===== src/rtl/mouse_pkg.sv =====
// Shared constants for the PS/2 mouse packet decoder.
// State encodings, byte0 field positions and defaults.
package mouse_pkg;

  typedef enum logic [1:0] {
    WAIT_B0,
    WAIT_B1,
    WAIT_B2,
    UPDATE
  } state_t;

  localparam int BTN_LO    = 0;
  localparam int BTN_HI    = 2;
  localparam int SYNC_BIT  = 3;
  localparam int XSIGN_BIT = 4;
  localparam int YSIGN_BIT = 5;
  localparam int XOVF_BIT  = 6;
  localparam int YOVF_BIT  = 7;

  localparam logic [7:0] ACK_BYTE = 8'hFA;

  localparam int X_MAX_DEF   = 639;
  localparam int Y_MAX_DEF   = 479;
  localparam int TIMEOUT_DEF = 150000;

endpackage


===== src/rtl/mouse_axis_accum.sv =====
// One cursor axis: add or subtract a 9-bit signed delta,
// skip on overflow, clamp the result to [0, MAX].
module mouse_axis_accum #(
  parameter int MAX = 639,
  parameter bit SUB = 1'b0
) (
  input  logic [9:0] cur,
  input  logic [8:0] delta,
  input  logic       ovf,
  output logic [9:0] nxt
);

  localparam logic signed [10:0] LIM = 11'(MAX);

  logic signed [10:0] d;
  logic signed [10:0] base;
  logic signed [10:0] sum;

  always_comb begin
    d    = {{2{delta[8]}}, delta};
    base = {1'b0, cur};
    sum  = SUB ? base - d : base + d;
    nxt  = cur;
    if (!ovf) begin
      if (sum[10])
        nxt = '0;
      else if (sum > LIM)
        nxt = LIM[9:0];
      else
        nxt = sum[9:0];
    end
  end

endmodule


===== src/rtl/mouse_packet_decoder.sv =====
// PS/2 mouse 3-byte packet decoder with ack skip,
// inter-byte timeout and clamped cursor accumulation.
module mouse_packet_decoder
  import mouse_pkg::*;
#(
  parameter int X_MAX          = X_MAX_DEF,
  parameter int Y_MAX          = Y_MAX_DEF,
  parameter int TIMEOUT_CYCLES = TIMEOUT_DEF
) (
  input  logic       CLOCK_50,
  input  logic       reset,
  input  logic [7:0] rx_data,
  input  logic       rx_data_en,
  output logic       packet_valid,
  output logic [2:0] buttons,
  output logic [8:0] dx,
  output logic [8:0] dy,
  output logic       x_ovf,
  output logic       y_ovf,
  output logic [9:0] cursor_x,
  output logic [9:0] cursor_y,
  output logic       sync_error
);

  localparam int CW = $clog2(TIMEOUT_CYCLES + 1);

  state_t        state;
  logic          ack_pending;
  logic [CW-1:0] idle_cnt;
  logic [2:0]    b0_btn;
  logic          b0_xs;
  logic          b0_ys;
  logic          b0_xo;
  logic          b0_yo;
  logic [7:0]    byte1;
  logic [9:0]    nx_x;
  logic [9:0]    nx_y;
  logic          mid;
  logic          tmo;

  assign mid = (state == WAIT_B1) || (state == WAIT_B2);
  assign tmo = mid && (idle_cnt == CW'(TIMEOUT_CYCLES));

  mouse_axis_accum #(.MAX(X_MAX), .SUB(1'b0)) u_ax (
    .cur   (cursor_x),
    .delta (dx),
    .ovf   (x_ovf),
    .nxt   (nx_x)
  );

  // Screen Y grows downward while mouse dy is up-positive.
  mouse_axis_accum #(.MAX(Y_MAX), .SUB(1'b1)) u_ay (
    .cur   (cursor_y),
    .delta (dy),
    .ovf   (y_ovf),
    .nxt   (nx_y)
  );

  always_ff @(posedge CLOCK_50 or posedge reset) begin
    if (reset) begin
      state        <= WAIT_B0;
      ack_pending  <= 1'b1;
      idle_cnt     <= '0;
      packet_valid <= 1'b0;
      sync_error   <= 1'b0;
      buttons      <= '0;
      dx           <= '0;
      dy           <= '0;
      x_ovf        <= 1'b0;
      y_ovf        <= 1'b0;
      cursor_x     <= 10'(X_MAX / 2);
      cursor_y     <= 10'(Y_MAX / 2);
      b0_btn       <= '0;
      b0_xs        <= 1'b0;
      b0_ys        <= 1'b0;
      b0_xo        <= 1'b0;
      b0_yo        <= 1'b0;
      byte1        <= '0;
    end else begin
      packet_valid <= 1'b0;
      sync_error   <= 1'b0;
      if (rx_data_en || !mid || tmo)
        idle_cnt <= '0;
      else
        idle_cnt <= idle_cnt + 1'b1;
      if (state == UPDATE) begin
        cursor_x <= nx_x;
        cursor_y <= nx_y;
      end
      if (rx_data_en) begin
        ack_pending <= 1'b0;
        unique case (state)
          WAIT_B1: begin
            byte1 <= rx_data;
            state <= WAIT_B2;
          end
          WAIT_B2: begin
            buttons      <= b0_btn;
            dx           <= {b0_xs, byte1};
            dy           <= {b0_ys, rx_data};
            x_ovf        <= b0_xo;
            y_ovf        <= b0_yo;
            packet_valid <= 1'b1;
            state        <= UPDATE;
          end
          default: begin
            if (ack_pending && rx_data == ACK_BYTE) begin
              state <= WAIT_B0;
            end else if (rx_data[SYNC_BIT]) begin
              b0_btn <= rx_data[BTN_HI:BTN_LO];
              b0_xs  <= rx_data[XSIGN_BIT];
              b0_ys  <= rx_data[YSIGN_BIT];
              b0_xo  <= rx_data[XOVF_BIT];
              b0_yo  <= rx_data[YOVF_BIT];
              state  <= WAIT_B1;
            end else begin
              sync_error <= 1'b1;
              state      <= WAIT_B0;
            end
          end
        endcase
      end else if (tmo) begin
        sync_error <= 1'b1;
        state      <= WAIT_B0;
      end else if (state == UPDATE) begin
        state <= WAIT_B0;
      end
    end
  end

endmodule


===== config.mk =====
export PLATFORM = sky130hd
export DESIGN_NAME = mouse_packet_decoder
export DESIGN_NICKNAME = d
export VERILOG_FILES = /design/src/rtl/mouse_pkg.sv /design/src/rtl/mouse_axis_accum.sv /design/src/rtl/mouse_packet_decoder.sv
export SDC_FILE = /design/constraint.sdc
export NUM_CORES = 1
export LEC_CHECK = 0
export ABC_AREA = 1
export BUFFER_PORTS_ARGS = -buffer_cell sky130_fd_sc_hd__buf_2
export CAP_MARGIN = 20
export CORE_AREA = 2 2 99 101
export DETAILED_ROUTE_END_ITERATION = 6
export DIE_AREA = 0 0 101 103
export MAX_ROUTING_LAYER = met4
export PLACE_DENSITY_LB_ADDON = 0.3
export SETUP_SLACK_MARGIN = 0.4
export SLEW_MARGIN = 30
export SYNTH_ARGS = -nofsm -noshare
export SYNTH_HDL_FRONTEND = slang
export SYNTH_SLANG_ARGS = --single-unit

===== constraint.sdc =====
create_clock -name CLOCK_50 -period 4.5 [get_ports CLOCK_50]
set_clock_uncertainty 0.1 [all_clocks]
set_input_delay 0.9 -clock CLOCK_50 [delete_from_list [all_inputs] [get_ports CLOCK_50]]
set_output_delay 0.9 -clock CLOCK_50 [all_outputs]
set_load 0.02 [all_outputs]

==> After elaboration in Yosys (flattened, before gate mapping) <==
Cells that the tools add are included.
{ "classes": {"shift": 0, "eq_ne": 5, "reduce_logical": 13, "add_sub_neg": 3, "magnitude_cmp": 2, "n_div": 0, "mux": 18, "bitwise": 4, "n_mul": 0} }
{ "op_table": {"columns": ["op", "count"], "rows": [
  ["10-bit two-way mux", 4],
  ["18-bit by 1-bit adder with 18-bit output (second input constant)", 1],
  ["18-bit equality test (second input constant)", 1],
  ["18-bit two-way mux", 1],
  ["11-bit by 9-bit adder with 11-bit output", 1],
  ["11-bit by 10-bit > comparator with 1-bit output (second input constant)", 1],
  ["11-bit > comparator (second input constant)", 1],
  ["11-bit by 9-bit subtractor with 11-bit output", 1],
  ["1-bit two-way mux", 9],
  ["8-bit equality test (second input constant)", 1],
  ["2-bit AND reduction", 4],
  ["2-bit two-way mux", 3],
  ["2-bit equality test (second input constant)", 2],
  ["1-bit NOT", 4],
  ["2-bit case mux with 2 select lines", 1],
  ["4-bit AND reduction", 1],
  ["1-bit logical OR", 3],
  ["3-bit nonzero test", 1],
  ["2-bit by 1-bit equality test with 1-bit output (second input constant)", 1],
  ["1-bit logical AND", 2],
  ["2-bit OR reduction", 1],
  ["1-bit logical NOT", 1]
]} }
{ "totals": {"regBits": 81, "out_inout_bits": 45, "memories": 0, "mem_bits_ro": 0, "mem_bits_rw": 0, "latch_bits": 0} }

==> Longest topological paths before layout <==
Gate-level depths: netlist of the first run.
{ "depth": {"word_depth": 6, "mapped_depth": 16} }

==> Hierarchy <==
Synthesis of the first run repeated with hierarchy kept, for this count alone.
{ "unflattened": {"cells_unflattened": 703, "area_unflattened_um2": 5082.4} }
{ "by_module_without_submodules": {"columns": ["mod", "cells_each", "instances", "seq_area_each_um2", "area_per_inst_um2"], "rows": [
  ["mouse_packet_decoder", 396, 1, 2045.7, 3505.9],
  ["mouse_axis_accum at u_ax", 151, 1, 0.0, 802.0],
  ["mouse_axis_accum at u_ay", 156, 1, 0.0, 774.5]
]} }

==> Worst setup path before layout of the first run <==
Ideal clock, no wire load.
{ "synth_path": {"path_kind": "register to register", "startpoint": "register cursor_y[0]", "endpoint": "register cursor_y[4]", "t_arrival_ns": 2.090, "slack_ns": 2.187, "n_path_buf": 0, "period_less_slack_ns": 2.313, "setup_ns": 0.123, "stages_incl_launch_ff": 15, "path_cell_list": "dfstp_2 -> inv_1 -> ha_1 -> fa_1 -> inv_1 -> nand3_1 -> nand3_1 -> nand2_1 -> nand2_1 -> a21o_1 -> nand2_1 -> nand3_1 -> inv_2 -> o21ai_0 -> nand2_1"} }
{ "synth_between": {"elab_chain_cells": 4} }
{ "synth_rtl": {"columns": ["element", "line", "source"], "rows": [
  ["start: declaration", "mouse_packet_decoder.sv:21", "output logic [9:0] cursor_y,"],
  ["start signal: assignment", "mouse_packet_decoder.sv:72", "cursor_y <= 10'(Y_MAX / 2);"],
  ["start signal: assignment", "mouse_packet_decoder.sv:88", "cursor_y <= nx_y;"],
  ["11-bit by 9-bit subtractor with 11-bit output (*)", "mouse_axis_accum.sv:22", "sum = SUB ? base - d : base + d;"],
  ["11-bit by 10-bit > comparator with 1-bit output", "mouse_axis_accum.sv:27", "else if (sum > LIM)"],
  ["10-bit two-way mux", "mouse_axis_accum.sv:27", null],
  ["10-bit two-way mux (*)", "mouse_axis_accum.sv:25", "if (sum[10])"]
]} }
Mark *: on every way between the ends. The rest lies on a longest branch, timed or not.
A chain may end at the register's enable or synchronous reset.

==> Worst setup path in the final report of the first run <==
{ "layout_path": {"startpoint": "register cursor_y[0]", "endpoint": "register cursor_y[7]"} }
Same word-level chain as after synthesis.

==> results.cfg, run 1 <==
[run_status]
status = finished, final reports clean

[pwr]
peakVddDrop_uv = 402
power.density_nw_per_um2 = 712
leakage_nw = 2.78

[critical_path]
critPathCaptureType = flip-flop
arrival_ps = 2680
critical_path_required_ps = 4700
crit_fanout = 7
critPathLaunchType = flip-flop
worstSetupPathType = reg2reg
rrSetupSlack_ps = 2020

[global_route]
grt_pass1_vias = 3874
grt.total_usage_pct = 22.4
grt_pass1_wl_um = 17800
antenna_found_initial = 0
grt_overflow = 0
grt_max_degree = 59

[timing]
fin_crit_sh_pct = 55.1
slew_violations = 0
post-route-min-period_ps = 2480
rsz0062_at_grt = false
hold_ws_ps = 347
achievable-frequency_mhz = 403
maxSlewHeadroom_pct = 59.0
setup_tns_ps = 0
worstMarginPinSlew_ps = 613
final_hold_viol_count = 0
setup_viol = 0

[clock_tree]
clk_pin_slew_worst_paths_ps = 80
ctsHtreeMaxLevel = 3
post_cts_buffers = 0
post_cts_resized = 0
clock-sinks = 81
clock_latency_ps = 360
numCtsBuffers = 9
clockBufferDepth = 2
hold_buffers = 0
clockRootBuffer = clkbuf_8
cts_tree = done

[routing]
drt_iter0_markers = 247
vias = 3989
first_pass_iters = 5
postRouteAntennaNets = 0
drc = 0
routedWlPerCell_um = 13.2
wl_um = 10200
viasPerCell = 5.16

[final_layout]
final.fill_count = 902
diodes = 0
seq_area_um2 = 2050
multiInputGateArea_um2 = 2190
syn_to_final_growth_pct = 13.4
drive_gt1_share_pct = 15.6
fin_nets = 693
final_cell_area_um2 = 5200
layout.cells.non_filler = 773

[place]
dp_cells = 758
dp_hpwl_um = 7770
dpl-instance-area_um2 = 4990
portBuffers = 55
globalplace.congestion = 0.905

[hold_path]
hp-class = reg2reg

[yosys]
syn_nets = 634
netlist_top_cells_area = dfrtp_1 (36%), nand2_1 (16%), dfstp_2 (8.6%), ha_1 (6.8%), inv_1 (6.6%)
syn_inst = 596
seq_area_frac_synth_pct = 44.6
synth_top_area_share_pct = 36.0
synth_seq_cells = 81
syn_area_um2 = 4590
post-synth-top-area-cell = dfrtp_1
avgSynthCellArea_um2 = 7.70
ys_warn_count = 0
ys_types = 33

[floorplanning]
fp.dieH_um = 103
core-area_um2 = 9460
fp.dieArea_um2 = 10400
num_rows = 36
initial_utilization_pct = 48.5
ios = 56
dieWidth_um = 101

[flow_run]
cap_viol_max_count = 0
-- report_power, final --
part           internal, W  switching (W)
clock             0.000324       0.000254
combinational     0.000664        0.00126
sequential         0.00100       0.000201
-- stage by stage --
stage,setup slack [ps],power (W),util (%)
2_1_floorplan,1440,0.00263,-
3_3_place_gp,2050,0.00310,52.8
3_5_place_dp,2040,0.00313,52.8
4_1_cts,2030,0.00372,55.0
5_1_grt,1790,0.00409,55.0
6_report,2020,0.00371,55.0
-- worst max-delay path, stage by stage (launching register included) --
cell and delay [ps]:
dfstp_2 540, inv_1 40, ha_1 220, fa_1 410, inv_1 90, nand3_1 70
nand3_1 100, nand2_1 100, nand2_1 130, a21oi_1 90, nand2_1 60, nand3_1 140
inv_2 150, o21ai_0 100, nand2_1 80
-- placed cells by master, fill, tap and decap left out, drive strengths merged --
cell type  count
buf           57
dfrtp         66
dfstp         15
xnor2          6
inv           81
nor3           6
xor2          11
a21o           2
clkinv         4
nand2        204
o21bai         2
nand4         16
clkbuf        12
or2            1
a21oi         14
o21ai         45
nand3         29
ha            25
nor2          52
fa             2
nor4           4
o31ai          1
bufinv         2
nor3b          2
-- Yosys cell counts --
cell type and instances:
nand3_2 2, buf_2 1, a21oi_2 1, nand3_4 1
a21o_1 2, nor3_1 6, a21oi_1 12, dfstp_2 15
clkbuf_1 8, or2_4 1, ha_1 25, xnor2_1 6
dfrtp_1 66, nor3b_1 2, xor2_1 11, nor2_2 3
o31ai_1 1, o21ai_0 39, inv_2 1, nor2_1 47
o21ai_1 4, nand2_1 201, inv_1 81, o21ai_2 2
nand2_2 3, o21bai_1 2, nand3_1 26, fa_1 2
nand4_1 16, nor2_4 2, a21oi_4 1, clkinv_1 2
nor4_1 4
-- layer usage --
metal / routed length, µm / part of all wire, % / global-route usage (%)
met2: 4800 / 47 / 35.5
met3: 429 / 4.2 / 3.93
met4: 167 / 1.6 / 8.00
met5: 0 / 0 / -
met1: 4840 / 47 / 29.0
-- layout make-up --
| type | instances | share of cell area, % |
|---|---|---|
| timing repair buffer | 57 | 5.58 |
| clock inverter | 3 | 1.25 |
| sequential | 81 | 39.3 |
| clock buffer | 12 | 2.79 |
| tap | 114 | 2.74 |
| inverter | 84 | 6.16 |
| multi-input combinational | 422 | 42.2 |
-- flip-flops by register name, summed over array words and instances, names as in the netlist --
name,cells
byte1,8
sync_error,1
b0_yo,1
b0_btn,3
b0_xo,1
idle_cnt,18
state,2
ack_pending,1
b0_ys,1
buttons,3
dx,9
b0_xs,1
packet_valid,1
x_ovf,1
dy,9
y_ovf,1
cursor_y,10
cursor_x,10
-- cells by family after synthesis --
group	after synthesis	synth area share, %
xor gates and xnor gates	17	3.24
AOI/OAI and AO/OA	64	7.74
adders and majority gates	27	7.69
and+or+nand+nor	314	29.1
DFF	81	44.6
buffers and inverters	93	7.63
-- path summary, 6_finish.rpt --
| path | start | endpoint | depth (start not counted) |
|---|---|---|---|
| setup / recovery | cursor_y[0]$_DFFE_PP1P_ | cursor_y[7]$_DFFE_PP1P_ | 14 |
| hold / removal | ack_pending$_DFFE_PP1P_ | ack_pending$_DFFE_PP1P_ | 2 |
| setup reg to reg | cursor_y[0]$_DFFE_PP1P_ | cursor_y[7]$_DFFE_PP1P_ | 14 |
| hold reg to reg | ack_pending$_DFFE_PP1P_ | ack_pending$_DFFE_PP1P_ | 2 |
| max in group asynchronous | reset | cursor_y[5]$_DFFE_PP1P_ | 3 |
| min in group asynchronous | reset | idle_cnt[9]$_DFF_PP0_ | 2 |
Power figures use the tool's default switching activity.
==> inputs of run 2 (changes only) <==
Clock period 4.5 ns to 2.45 ns, I/O delays scaled along.
==> results.cfg, run 2 (same netlist as run 1, synthesis figures left out) <==
[pwr]
p_total_w = 0.00767
internal_power_w = 0.00402
switching_share_pct = 47.7
pwr-share-comb_pct = 57.1
switchingPower_w = 0.00366
p_seq_share_pct = 29.4
leakage_nw = 2.94
peakVddDrop_uv = 751
power.density_nw_per_um2 = 1350
p_clk_share_pct = 13.5

[critical_path]
crit_path_end = cursor_x[6]$_DFFE_PP0P_
crit_fanout = 7
rrSetupSlack_ps = 270
arrival_ps = 2340
critical_path_required_ps = 2610
critPathLaunchType = flip-flop
ff2ff_path_depth = 12
worstSetupPathType = reg2reg
critPathCaptureType = flip-flop
r2r-start = cursor_x[0]$_DFFE_PP1P_
critPathLaunch = cursor_x[0]$_DFFE_PP1P_
r2r-end = cursor_x[6]$_DFFE_PP0P_

[timing]
setup_viol = 0
final_hold_viol_count = 0
fin_crit_sh_pct = 89.1
rsz0062_at_grt = true
fin_ws_ps = 266
achievable-frequency_mhz = 458
post-route-min-period_ps = 2180
slew_violations = 0
maxSlewHeadroom_pct = 61.0
setup_tns_ps = 0
worstMarginPinSlew_ps = 583

[global_route]
grt_pass1_vias = 3875
grt_overflow = 0
grt_max_degree = 34
grt_pass1_wl_um = 17800
grt.total_usage_pct = 22.7
antenna_found_initial = 0

[floorplanning]
num_rows = 36
dieWidth_um = 101
fp.dieArea_um2 = 10400
core-area_um2 = 9460
fp.dieH_um = 103
ios = 56
initial_utilization_pct = 48.5

[clock_tree]
clk_pin_slew_worst_paths_ps = 90
clock_latency_ps = 370
cts_tree = done
numCtsBuffers = 9
clockBufferDepth = 2
clockRootBuffer = clkbuf_8
clock-sinks = 81
ctsHtreeMaxLevel = 3
hold_buffers = 0

[routing]
postRouteAntennaNets = 0
viasPerCell = 5.15
first_pass_iters = 4
wl_um = 10900
drc = 0
vias = 4127
routedWlPerCell_um = 13.7
drt_iter0_markers = 185

[place]
portBuffers = 55
dp_slack_ps = 212
dp_cells = 760
dp_hpwl_um = 8070
dpl-instance-area_um2 = 5080
globalplace.congestion = 0.870

[final_layout]
reg_top3 = idle_cnt: 18 flops, cursor_x: 10 flops, cursor_y: 10 flops
final.fill_count = 851
top_register = idle_cnt
final_cell_area_um2 = 5690
fin_nets = 720
syn_to_final_growth_pct = 24.0
largest_register_ff_count = 18
drive_gt1_share_pct = 26.9
layout_commonest_cell = nand2_1
layout.cells.non_filler = 801
diodes = 0
final_cell_mix = nand2_1 (187), inv_1 (75), dfrtp_1 (65), buf_2 (55), nor2_1 (46)

[hold_path]
hp-class = in2async

[flow_run]
cap_viol_max_count = 0

[run_status]
status = finished, final reports clean
[run 2: cell count changes in the layout (fill, tap and decap cells not counted), moves of 10 or more]
cell     previous run  this run
ha_1               25        15
nand2_2             3        15
nand2_1           201       187
buf_4               2        27
[run 2: layout make-up]
type                       count  area, µm²  area share (%)
clock buffer                   9        124            2.18
clock inverter                 7       85.1            1.50
inverter                      84        322            5.65
multi-input combinational    423       2470            43.4
sequential                    81       2050            36.0
tap                          114        143            2.51
timing repair buffer          83        498            8.75
[run 2: how the worst min path moves through the flow]
stage / to / slack, ps / cells past startpoint
6_report: buttons[1]$_DFFE_PP0P_ / 50 / 2
5_1_grt: dx[1]$_DFFE_PP0P_ / 90 / 2
4_1_cts: dx[1]$_DFFE_PP0P_ / 60 / 2
3_5_place_dp: ack_pending$_DFFE_PP1P_ / 330 / 2
3_3_place_gp: ack_pending$_DFFE_PP1P_ / 330 / 2
2_1_floorplan: ack_pending$_DFFE_PP1P_ / 320 / 2
[run 2: per-layer routing]
| layer | part of all wire (%) | global-route usage, % | vias up |
|---|---|---|---|
| li1 | - | - | 2068 |
| met1 | 46 | 28.6 | 1952 |
| met2 | 49 | 36.9 | 85 |
| met3 | 3.4 | 3.73 | 22 |
| met4 | 2.0 | 9.04 | 0 |
| met5 | 0 | - | - |
[run 2: power groups by stage]
stage,combinational (W),sequential (W),clock [W]
6_report,0.00438,0.00226,0.00103
5_1_grt,0.00491,0.00231,0.00111
4_1_cts,0.00397,0.00222,0.00106
3_5_place_dp,0.00367,0.00225,0
3_3_place_gp,0.00359,0.00223,0
2_1_floorplan,0.00241,0.00253,0
[run 2: what timing repair did]
item / CTS / global route
buffers inserted: 13 / 11
pin swaps: 18 / 23
cloned: 1 / 0
gates resized for setup: 15 / 34
setup endpoints to repair: 19 / 19
[run 2: metrics by stage]
stage	hold WS, ps	util [%]
global route	91.3	60.2
finish	53.4	60.2
detailed placement	328	53.7
global placement	329	53.7
CTS	55.8	57.6
floorplan	319	-
[run 2: worst max-delay path, cell delays in order (launching register included)]
cell	delay, ps
dfstp_2	560
ha_4	130
inv_2	30
fa_2	340
inv_2	80
buf_4	120
nand3_4	80
nand4_1	200
nand2_1	130
nand3_4	150
nand2_2	60
nand2_2	50
nand2_1	40
==> inputs of run 3 (changes only) <==
Settings changed: CTS_BUF_LIST set to sky130_fd_sc_hd__clkbuf_4, RECOVER_POWER set to 100, TNS_END_PERCENT set to 50.
==> results.cfg, run 3 (same netlist as run 1, synthesis figures left out) <==
[hold_path]
hp-class = in2reg

[place]
portBuffers = 55
dp_hpwl_um = 7790
globalplace.congestion = 0.921
dpl-instance-area_um2 = 5000

[timing]
worstMarginPinSlew_ps = 1780
setup_viol = 0
slew_violations = 82
achievable-frequency_mhz = 440
maxSlewHeadroom_pct = -18.7
final_hold_viol_count = 0
fin_crit_sh_pct = 92.8
setup_tns_ps = 0
post-route-min-period_ps = 2270
rsz0062_at_grt = true

[clock_tree]
ctsHtreeMaxLevel = 3
cts_tree = done
clockRootBuffer = clkbuf_4
clk_pin_slew_worst_paths_ps = 140
clock-sinks = 81
numCtsBuffers = 9
clockBufferDepth = 2
clock_latency_ps = 420

[global_route]
grt_overflow = 0
grt_max_degree = 82
grt_pass1_wl_um = 18500
grt.total_usage_pct = 23.0
antenna_found_initial = 0
grt_pass1_vias = 4105

[pwr]
power.density_nw_per_um2 = 1350
internal_power_w = 0.00379
switching_share_pct = 48.4
p_seq_share_pct = 30.0
p_clk_share_pct = 12.4
pwr-share-comb_pct = 57.6
switchingPower_w = 0.00355
peakVddDrop_uv = 823
leakage_nw = 2.75

[floorplanning]
fp.dieH_um = 103
dieWidth_um = 101
initial_utilization_pct = 48.5
core-area_um2 = 9460
num_rows = 36
fp.dieArea_um2 = 10400
ios = 56

[final_layout]
syn_to_final_growth_pct = 18.2
diodes = 0
reg_top3 = idle_cnt: 18 flops, cursor_x: 10 flops, cursor_y: 10 flops
final_cell_area_um2 = 5430
drive_gt1_share_pct = 17.0
fin_nets = 716
largest_register_ff_count = 18
layout_commonest_cell = nand2_1
final.fill_count = 892
final_cell_mix = nand2_1 (188), inv_1 (76), dfrtp_1 (66), nor2_1 (47), clkbuf_1 (37)
top_register = idle_cnt

[critical_path]
critPathMaxStageDelay_ps = 560
critical_path_required_ps = 2710
path_buf_inv = 3
crit_family = flip-flops
crit_chain = ha_1 > inv_2 > fa_2 > inv_2 > buf_4 > nand3_1 > nand3_1 > nand2_1 > a21oi_4 > nand2_1 > o21ai_1
critPathLaunchType = flip-flop
critPathCaptureType = flip-flop
crit_fanout = 3
crit_slowest_cell = dfstp_1
arrival_ps = 2540
worstSetupPathType = reg2reg

[routing]
postRouteAntennaNets = 0
drt_iter0_markers = 237
vias = 4135
first_pass_iters = 5
wl_um = 11000
drc = 0
viasPerCell = 5.19
routedWlPerCell_um = 13.7

[run_status]
violations = max-capacitance violations, max-slew violations
status = complete, but fails checks

[flow_run]
cap_viol_max_count = 1
==> run 3: cell types whose count changed in the layout (fill, tap and decap cells not counted), moves of 9 or more <==
cell      change
clkbuf_1     +37
dfstp_1      +11
buf_2        -35
clkbuf_8      -9
dfstp_2      -11
clkbuf_4     +10
==> run 3: what timing repair did <==
| action | in CTS | in global routing |
|---|---|---|
| buffers inserted | 14 | 9 |
| endpoints found under the hold margin | 0 | 0 |
| hold buffers | 0 | 0 |
| cloned | 0 | 0 |
| gates resized for setup | 21 | 35 |
| pin swaps | 11 | 19 |
| setup endpoints to repair | 19 | 22 |
==> run 3: per-layer routing <==
metal  vias to the layer above  track usage (%)  part of all wire, %
met3                        29             2.98                  3.4
met1                      1960             29.9                   46
met5                         -                -                    0
li1                       2048                -                    -
met2                        98             36.3                   48
met4                         0             10.2                  2.3
==> run 3: cell type report <==
cell class / instances / area, µm² / share of cell area (%)
Multi-Input combinational cell: 422 / 2330 / 42.9
Timing Repair Buffer: 80 / 424 / 7.81
Inverter: 84 / 322 / 5.92
Clock inverter: 6 / 90.1 / 1.66
Tap cell: 114 / 143 / 2.63
Clock buffer: 10 / 75.1 / 1.38
Sequential cell: 81 / 2050 / 37.7
==> run 3: through the flow <==
step                      setup WS, ps  std cells  hold slack [ps]  power, W  util, %
final                              177        797              180   0.00734     57.4
after global routing              43.4        797              165   0.00802     57.4
after CTS                          257        788             49.4   0.00701     56.7
after detailed placement          47.5        758              329   0.00576     52.9
after global placement             128        758              328   0.00567     52.9
after floorplan                    137        596              319   0.00483        -
==> run 3: final timing paths <==
kind                                          from                       to  slack (ps)  cells past startpoint
max                        cursor_x[0]$_DFFE_PP1P_  cursor_x[8]$_DFFE_PP1P_         180                     11
min                                     rx_data_en  ack_pending$_DFFE_PP1P_         180                      2
max reg2reg                cursor_x[0]$_DFFE_PP1P_  cursor_x[8]$_DFFE_PP1P_         180                     11
min reg2reg                ack_pending$_DFFE_PP1P_  ack_pending$_DFFE_PP1P_         360                      2
max in group asynchronous                    reset        b0_yo$_DFFE_PP0P_         570                      3
min in group asynchronous                    reset   idle_cnt[15]$_DFF_PP0_         590                      3
==> run 3: power groups by stage <==
stage / clock network [W] / registers, W / logic, W
2_1_floorplan: 0 / 0.00251 / 0.00231
3_3_place_gp: 0 / 0.00221 / 0.00346
3_5_place_dp: 0 / 0.00223 / 0.00353
4_1_cts: 0.000937 / 0.00222 / 0.00385
5_1_grt: 0.000987 / 0.00226 / 0.00477
6_report: 0.000910 / 0.00220 / 0.00423
